**src/rtl/imem_fetch_sequencer.sv**
```systemverilog
// Fetch-stage controller: owns the PC, fetches from combinational instruction memory
// into a 2-entry buffer and hands entries to decode; execute redirects flush and restart.
module imem_fetch_sequencer #(
  parameter logic [63:0] RESET_PC = 64'h0
) (
  input  logic        clk,
  input  logic        reset_n,
  input  logic        fetch_enable,
  output logic [63:0] Inst_Address,
  input  logic [31:0] Instruction,
  input  logic        redirect_valid,
  input  logic [63:0] redirect_pc,
  output logic        dec_valid,
  input  logic        dec_ready,
  output logic [31:0] dec_inst,
  output logic [63:0] dec_pc,
  output logic [15:0] redirect_count
);

  localparam int unsigned XLEN  = 64;
  localparam int unsigned ILEN  = 32;
  localparam int unsigned CNT_W = 2;
  localparam int unsigned RC_W  = 16;

  typedef enum logic [1:0] {
    IDLE  = 2'd0,
    RUN   = 2'd1,
    FLUSH = 2'd2
  } state_t;

  state_t              state;
  state_t              state_nxt;
  logic [XLEN-1:0]     pc;
  logic [ILEN-1:0]     buf_inst [2];
  logic [XLEN-1:0]     buf_pc   [2];
  logic                wr_ptr;
  logic                rd_ptr;
  logic [CNT_W-1:0]    count;
  logic                fetch_fire;
  logic                pop;
  logic                not_empty;

  assign not_empty    = (count != CNT_W'(0));
  assign fetch_fire   = (state == RUN) && (count < CNT_W'(2)) && !redirect_valid;
  // Redirect gates the handshake so no stale entry is accepted in the flush cycle.
  assign dec_valid    = not_empty && !redirect_valid;
  assign pop          = dec_valid && dec_ready;
  assign dec_inst     = not_empty ? buf_inst[rd_ptr] : ILEN'(0);
  assign dec_pc       = not_empty ? buf_pc[rd_ptr]   : XLEN'(0);
  assign Inst_Address = pc;

  always_ff @(posedge clk or negedge reset_n) begin
    if (!reset_n) state <= IDLE;
    else          state <= state_nxt;
  end

  always_comb begin
    state_nxt = state;
    if (redirect_valid) begin
      state_nxt = (state == IDLE) ? IDLE : FLUSH;
    end else begin
      case (state)
        IDLE, RUN, FLUSH: state_nxt = fetch_enable ? RUN : IDLE;
        default:          state_nxt = IDLE;
      endcase
    end
  end

  // PC, buffer pointers/occupancy and the saturating redirect counter.
  always_ff @(posedge clk or negedge reset_n) begin
    if (!reset_n) begin
      pc             <= RESET_PC;
      wr_ptr         <= 1'b0;
      rd_ptr         <= 1'b0;
      count          <= CNT_W'(0);
      redirect_count <= RC_W'(0);
    end else if (redirect_valid) begin
      pc      <= redirect_pc;
      wr_ptr  <= 1'b0;
      rd_ptr  <= 1'b0;
      count   <= CNT_W'(0);
      if (redirect_count != {RC_W{1'b1}}) redirect_count <= redirect_count + RC_W'(1);
    end else begin
      if (fetch_fire) begin
        pc     <= pc + XLEN'(4);
        wr_ptr <= ~wr_ptr;
      end
      if (pop) rd_ptr <= ~rd_ptr;
      count <= count + CNT_W'(fetch_fire) - CNT_W'(pop);
    end
  end

  // Payload storage needs no reset: an empty buffer presents zeros.
  always_ff @(posedge clk) begin
    if (fetch_fire) begin
      buf_inst[wr_ptr] <= Instruction;
      buf_pc[wr_ptr]   <= pc;
    end
  end

endmodule

```
**config.mk**
```make
export PLATFORM = sky130hd
export DESIGN_NAME = imem_fetch_sequencer
export DESIGN_NICKNAME = d
export VERILOG_FILES = /design/src/rtl/imem_fetch_sequencer.sv
export SDC_FILE = /design/constraint.sdc
export NUM_CORES = 1
export LEC_CHECK = 0
export ABC_AREA = 1
export CORE_MARGIN = 2
export CORE_UTILIZATION = 55
export CTS_CLUSTER_DIAMETER = 50
export DETAILED_ROUTE_END_ITERATION = 10
export PLACE_DENSITY = 0.89
export SETUP_SLACK_MARGIN = 0.5
export SKIP_LAST_GASP = 1
export SLEW_MARGIN = 10
export SYNTH_ARGS = -nofsm -noshare
export SYNTH_HDL_FRONTEND = slang
export SYNTH_SLANG_ARGS = --single-unit
```
**constraint.sdc**
```tcl
create_clock -name clk -period 8.25 [get_ports clk]
set_input_delay 0.825 -clock clk [delete_from_list [all_inputs] [get_ports clk]]
set_output_delay 0.825 -clock clk [all_outputs]
set_load 0.01 [all_outputs]
```
Yosys cells after proc, flatten, opt, wreduce, memory -nomap -nowiden

Memory sizes are Yosys's and may differ from the RTL's.
Cells that the tools add are included.

Memory bits (writable): 192
Output and inout bits: 177
Flip-flop bits (word level): 86
Memories kept: 2

Memories:

| name     | depth | width | rd ports | clocked after Yosys merged registers in | write ports | line | source |
|---|---|---|---|---|---|---|---|
| buf_pc   | 2     | 64    | 1        | 0                                       | 1           | 35   | `logic [XLEN-1:0] buf_pc [2];` |
| buf_inst | 2     | 32    | 1        | 0                                       | 1           | 34   | `logic [ILEN-1:0] buf_inst [2];` |

$lt $le $gt $ge: 1
Reductions and logical operators: 11
$add $sub $neg: 4
Multiplexer cells: 15
Equal/unequal tests: 3
Bitwise operators: 2

Operators by type and width:

| operator                                                              | count |
|---|---|
| 64-bit 2-to-1 mux                                                     | 3 |
| 64-bit by 3-bit adder with 64-bit output, second input constant       | 1 |
| 32-bit 2-to-1 mux                                                     | 1 |
| 16-bit by 1-bit adder with 16-bit output, second input constant       | 1 |
| 16-bit inequality test, second input constant                         | 1 |
| 1-bit 2-to-1 mux                                                      | 8 |
| 2-bit 2-to-1 mux                                                      | 3 |
| 2-bit nonzero test                                                    | 3 |
| 1-bit logical AND                                                     | 4 |
| 3-bit OR reduction                                                    | 1 |
| 2-bit by 1-bit adder with 2-bit output                                | 1 |
| 2-bit by 1-bit equality test with 1-bit output, second input constant | 1 |
| 2-bit equality test, second input constant                            | 1 |
| 2-bit zero test                                                       | 1 |
| 2-bit less-than comparator, second input constant                     | 1 |
| 1-bit NOT                                                             | 2 |
| 2-bit AND reduction                                                   | 1 |
| 2-bit by 1-bit subtractor with 2-bit output                           | 1 |
| 1-bit zero test                                                       | 1 |

Depth between registers and ports, before layout

Gate-level depths: netlist of run 1.

Depth after elaboration: 6
Gate-level depth with buffers: 12
Gate-level depth less buffers: 12

Least setup slack after synthesis of run 1

Ideal clock, no wire load.

Path kind: input -> register
Start point: input redirect_valid
End point: memory buf_inst[1][0] (enable)
Setup time: 0.552 ns
Slack: 2.243 ns
Stages: 5
Data arrival time: 5.455 ns
Data required time: 7.698 ns
Buffers on the path: 2
Cells stage by stage: buf_2 nor2_4 inv_1 clkbuf_1 nor2_1

Longest elaborated chain between the ends: 4

RTL lines:

| item                                   | line | source |
|---|---|---|
| start, declared                        | 11   | `input logic redirect_valid,` |
| 1-bit zero test                        | 44   | `assign fetch_fire = (state == RUN) && (count < CNT_W'(2)) && !redirect_valid;` |
| 1-bit logical AND                      | 44   |  |
| 1-bit 2-to-1 mux                       | 95   | `if (fetch_fire) begin` |
| 1-bit 2-to-1 mux (implied by the code) | 96   | `buf_inst[wr_ptr] <= Instruction;` |
| end, declared                          | 34   |  |

Every way passes these cells.

Worst setup path in the final report of run 1

Start point: input redirect_valid
End point: memory buf_pc[0][30] (enable)

Longest elaborated chain between the ends: 4

RTL lines:

| item                                   | line | source |
|---|---|---|
| 1-bit zero test                        | 44   |  |
| 1-bit logical AND                      | 44   |  |
| 1-bit 2-to-1 mux                       | 95   |  |
| 1-bit 2-to-1 mux (implied by the code) | 97   | `buf_pc[wr_ptr] <= pc;` |
| end, declared                          | 35   |  |

Every way passes these cells.

==> impl_metrics.toml, run 1 <==
[run_status]
outcome = "complete, no violations"

[layout]
multi_input_area_sq_um = 4660
area_growth_pct = 30.8
final-seq-area_sq_um = 7920
nets = 1783
drive_above_1_share_pct = 6.35
stdcell_area_sq_um = 17100
fillers = 1641

[clock_tree]
post_cts_buffers = 0
cts-root-buf = "clkbuf_16"
tritoncts = "built"
clockBufferDepth = 3
ctsResizeCount = 0
path_clk_slew_ns = 0.06
clock_latency_ns = 0.55
cts_buffers = 29
htreeDepth = 1
cts_sinks = 278
hold_buffers = 0

[detailed_routing]
vias = 11332
via_per_inst = 5.60
drc = 0
drt-total-wl_mm = 38.3
dr.pass1.iters = 6
ant_nets = 0
drt_iter0_drc = 1079
routedWlPerCell_microns = 19.0

[yosys]
synth_fp_nets = 1517
seq_area_frac_synth_pct = 60.6
synth_top_cell_area_share_pct = 44.1
ys_warn_count = 0
avgSynthCellArea_sq_um = 9.26
synthDistinctLibCells = 40
synth_cells = 1412
syn-cell-area_sq_um = 13100
synth_area_leaders = "edfxtp_1 (44%), dfrtp_1 (16%), nand2_1 (14%)"
synth_top_cell_by_area = "edfxtp_1"
yosys_register_bits = 278

[timing]
setup_viol = 0
worst_pin_slew_ns = 1.07
fin_hold_ws_ns = 0.229
relSlewSlack_pct = 28.8
fin_ws_ns = 3.89
finClkSkew_ns = 0.0203
fin_setup_tns_ns = 0
rsz0062_at_grt = "false"
min_period_over_period_pct = 52.9
post-route-min-period_ns = 4.36
hold_viol = 0
timing_max_transition_violations_final = 0
fmax_ghz = 0.229

[pwr]
max-vdd-ir-drop_mv = 0.198
p_total_mw = 3.67
pwr_density_cell_nw_per_um2 = 215
power_leakage_nw = 6.45

[worst_setup_path]
regToRegSetupSlack_ns = 4.04
critPathMaxFanout = 75
start_kind = "input pin"
worstSetupPathType = "in -> reg"
crit_required_ns = 8.41
crit_arrival_ns = 4.52
end_kind = "register"

[place]
placed_area_sq_um = 16100
place.port_buffers = 277
gp_congestion = 0.961
pre_cts_ws_ns = 3.41
dp_hpwl_mm = 26.7

[floorplanning]
start_util_pct = 55.9
rows = 56
dieWidth_microns = 158
die_height_microns = 158
core_sq_um = 23400
io_pins = 278
die_area_sq_um = 25000

[global_routing]
grt_overflow = 0
grt_first_pass_wirelength_mm = 57.9
antenna_found_initial = 2
grt_start_max_net_pins = 98
track_usage_pct = 30.1
grt_pass1_vias = 10825

[run]
drv_cap = 0

[min_path]
min-delay-path-class = "in -> async"
## per-layer routing
layer	vias up	global-route usage (%)	part of all wire, %
met5	-	0	0
met4	0	11.9	3.8
met3	96	4.98	9.4
met2	628	49.5	48
met1	5378	40.4	39
li1	5230	-	-
## registers in the layout (all words and copies together) (netlist names)
name	cells
Inst_Address	64
buf_inst	64
buf_pc	128
count	2
rd_ptr	1
redirect_count	16
state	2
wr_ptr	1
## where the power goes
part | total (mW) | internal (mW) | switching [mW]
Sequential | 1.72 | 1.59 | 0.132
Combinational | 0.630 | 0.301 | 0.329
Clock | 1.32 | 0.774 | 0.544
Total | 3.67 | 2.66 | 1.01
## worst max-delay path, cell delays in order
cell and delay, ns:
buf_2 0.11, buf_4 0.34, nor2_4 0.80, inv_1 0.48, buf_4 0.34, nor2_4 0.57
buf_4 0.84
## cell type report
class / instances / share of cell area (%)
sequential: 278 / 46.3
inverter: 81 / 1.79
antenna: 2 / 0.0293
clock buffer: 39 / 4.64
clock inverter: 15 / 1.02
multi-input combinational: 1001 / 27.2
timing repair buffer: 287 / 16.6
tap: 319 / 2.33
## worst paths after layout
kind                                          from                            to  cells after the start
worst max-delay path                redirect_valid       buf_pc[0][30]$_DFFE_PP_                      7
worst min-delay path                       reset_n  Inst_Address[50]$_DFFE_PN0N_                      1
worst max register to register  count[1]$_DFF_PN0_       buf_pc[0][30]$_DFFE_PP_                      7
worst min register to register  state[1]$_DFF_PN0_            state[0]$_DFF_PN0_                      1
max in group asynchronous                  reset_n            rd_ptr$_DFFE_PN0P_                      2
min in group clk                state[1]$_DFF_PN0_            state[0]$_DFF_PN0_                      1
## through the flow
step,util (%),instances
final,73.1,2022
after global placement,68.9,1966
after CTS,73.0,2020
after floorplan,-,1412
after detailed placement,68.9,1966
after global routing,73.1,2022
## synth_stat cells, drive strengths merged
master  instances
edfxtp        192
or2             2
a31oi           1
clkinv          2
nand4          22
nor2          154
a21boi          1
and2            3
a21oi         101
xor2           20
o21ai          27
ha              4
xnor2          18
o21a            2
o311ai          1
nand3          85
clkbuf         29
nor3           11
o211ai         14
nand3b          2
dfrtp          86
a22o            4
buf            23
nand2         515
o21bai         14
inv            79
## cell families after synthesis
| logic type | after synthesis | share of synthesized area (%) |
|---|---|---|
| simple gates | 794 | 25.4 |
| flops | 278 | 60.6 |
| compound gates | 165 | 7.09 |
| buf+inv | 133 | 3.97 |
| xor+xnor | 38 | 2.55 |
| fa+ha+maj | 4 | 0.383 |
## layout by cell type, fill, tap and decap left out, types with 5 or more instances in the layout
cell type        netlist  final
nor2_4                 5      8
clkbuf_16              0     29
nor3_1                10     10
clkinv_2               1      5
clkdlybuf4s50_1        0    275
o21bai_1              13     13
xor2_1                20     20
nor2_1               131    128
nand4_1               22     22
nand3_1               83     83
dfrtp_1               86     85
inv_1                 75     75
nand2_2               12     12
nand2_1              502    502
buf_4                  1     11
a21oi_1              101    101
clkbuf_1              29      7
o211ai_1              14     14
o21ai_0               23     23
xnor2_1               18     18
edfxtp_1             192    192
nor2_2                17     17
Power figures use the tool's default switching activity.
==> inputs of run 2 (changes only) <==
Settings changed: CORE_UTILIZATION 55 to 51, PLACE_DENSITY 0.89 to 0.84.
Clock period 8.25 ns to 4.55 ns, I/O delays scaled along.
==> run 2 against run 1 <==
  * Final area up 0.22%
  * Final cell count grew 0.79%
  * Largest cell class unchanged
  * Largest power group unchanged
  * Setup slack lost 2.8 ns
  * Flip-flop and latch count unchanged
  * Via count is 2.3% lower
  * Worst hold slack better by 0.23 ns
  * Clock skew decreased by 0.013 ns
==> impl_metrics.toml, run 2 (synthesis results as in run 1) <==
[run_status]
outcome = "complete, no violations"

[timing]
fin_ws_ns = 1.07
fmax_ghz = 0.287
relSlewSlack_pct = 32.1
timing_max_transition_violations_final = 0
hold_viol = 0
rsz0062_at_grt = "false"
worst_pin_slew_ns = 1.02
min_period_over_period_pct = 76.6
finClkSkew_ns = 0.00683
setup_viol = 0
post-route-min-period_ns = 3.48
fin_setup_tns_ns = 0

[detailed_routing]
drt-total-wl_mm = 38.0
drc = 0
ant_nets = 0
routedWlPerCell_microns = 18.6
drt_iter0_drc = 1086
via_per_inst = 5.43
dr.pass1.iters = 7
vias = 11066

[pwr]
max-vdd-ir-drop_mv = 0.281
pwr_density_cell_nw_per_um2 = 380
power_leakage_nw = 6.47

[floorplanning]
die_area_sq_um = 26900
io_pins = 278
core_sq_um = 25200
dieWidth_microns = 164
start_util_pct = 51.9
die_height_microns = 164
rows = 58

[layout]
fillers = 1955
area_growth_pct = 31.1
largest_reg_flops = 128
drive_above_1_share_pct = 6.62
final_cell_mix = "nand2_1 (502), clkdlybuf4s50_1 (275), edfxtp_1 (192)"
top_register = "buf_pc"
multi_input_area_sq_um = 4660
nets = 1789
final-seq-area_sq_um = 7920
final_common_cell = "nand2_1"

[clock_tree]
post_cts_buffers = 0
path_clk_slew_ns = 0.06
ctsResizeCount = 0
tritoncts = "built"
htreeDepth = 1
cts_sinks = 278
cts_buffers = 28
cts-root-buf = "clkbuf_16"
clock_latency_ns = 0.54
clockBufferDepth = 3

[global_routing]
track_usage_pct = 28.1
grt_start_max_net_pins = 99
grt_overflow = 0
antenna_found_initial = 2
grt_pass1_vias = 10702
grt_first_pass_wirelength_mm = 58.6

[worst_setup_path]
crit_required_ns = 4.09
critPathMaxFanout = 64
worstSetupPathType = "reg -> out"
regToRegSetupSlack_ns = 1.96
reg2regPathDepth = 11
end_kind = "primary output"
crit_arrival_ns = 3.03
start_kind = "register"

[place]
dp_hpwl_mm = 26.9
pre_cts_ws_ns = 1.66
gp_congestion = 0.939
place.port_buffers = 277

[min_path]
hold_depth = 3
min-delay-path-class = "in -> reg"

[run]
drv_cap = 0
[run 2: cell types whose count changed in the layout (fill, tap and decap cells not counted), sizes merged]
| cell | change |
|---|---|
| buf | +6 |
| dlygate4sd3 | +1 |
| clkinv | +6 |
| clkbuf | -6 |
| bufinv | -1 |
| inv | -1 |
[run 2: area by class of cell]
cell class,instances,area share [%]
Sequential cell,278,46.2
Multi-Input combinational cell,1001,27.2
Timing Repair Buffer,294,17.0
Clock buffer,33,4.44
Tap cell,330,2.41
Inverter,81,1.79
Clock inverter,19,0.876
Antenna cell,2,0.0292
[run 2: per-stage QoR]
step / power (mW) / hold WS (ns) / area [sq um] / instances / util [%]
final: 6.51 / 0.462 / 17100 / 2038 / 68.0
after detailed placement: 4.29 / 0.475 / 16200 / 1983 / 64.4
after global placement: 4.25 / 0.459 / 16200 / 1983 / 64.4
after global routing: 6.77 / 0.467 / 17100 / 2038 / 68.0
after floorplan: 3.61 / 0.159 / 13100 / 1412 / -
after CTS: 6.54 / 0.451 / 17100 / 2036 / 68.0
[run 2: worst max-delay path: stages, from the launching register on]
cell             delay [ns]
dfrtp_4                0.48
clkinv_2               0.60
buf_4                  0.47
nand2_1                0.14
a21oi_1                0.16
clkdlybuf4s50_1        0.57
[run 2: worst paths after layout]
path,from,end
setup / recovery,rd_ptr$_DFFE_PN0P_,dec_pc[50]
hold / removal,redirect_pc[0],Inst_Address[0]$_DFFE_PN0P_
setup reg to reg,count[1]$_DFF_PN0_,count[1]$_DFF_PN0_
hold reg to reg,state[1]$_DFF_PN0_,state[0]$_DFF_PN0_
max in group asynchronous,reset_n,Inst_Address[18]$_DFFE_PN0N_
min in group asynchronous,reset_n,Inst_Address[60]$_DFFE_PN0N_
[run 2: timing repair]
item                                    in CTS  in global routing
endpoints found under the setup margin       0                  0
hold buffers                                 1                  0
hold endpoints to repair                    47                  0
[run 2: where the power goes]
group          internal [mW]  leakage, nW  total [mW]  switching [mW]
Combinational          0.551         3.21        1.14           0.592
Sequential              2.88         2.81        3.10           0.225
Clock                   1.31        0.449        2.27           0.961
[run 2: layer usage]
metal  up-vias  global-route usage [%]  share of wire, %
met5         -                       0                 0
met4         0                    8.53               3.0
met3        78                    3.81               7.7
met2       480                    46.6                48
met1      5258                    38.6                41
li1       5250                       -                 -
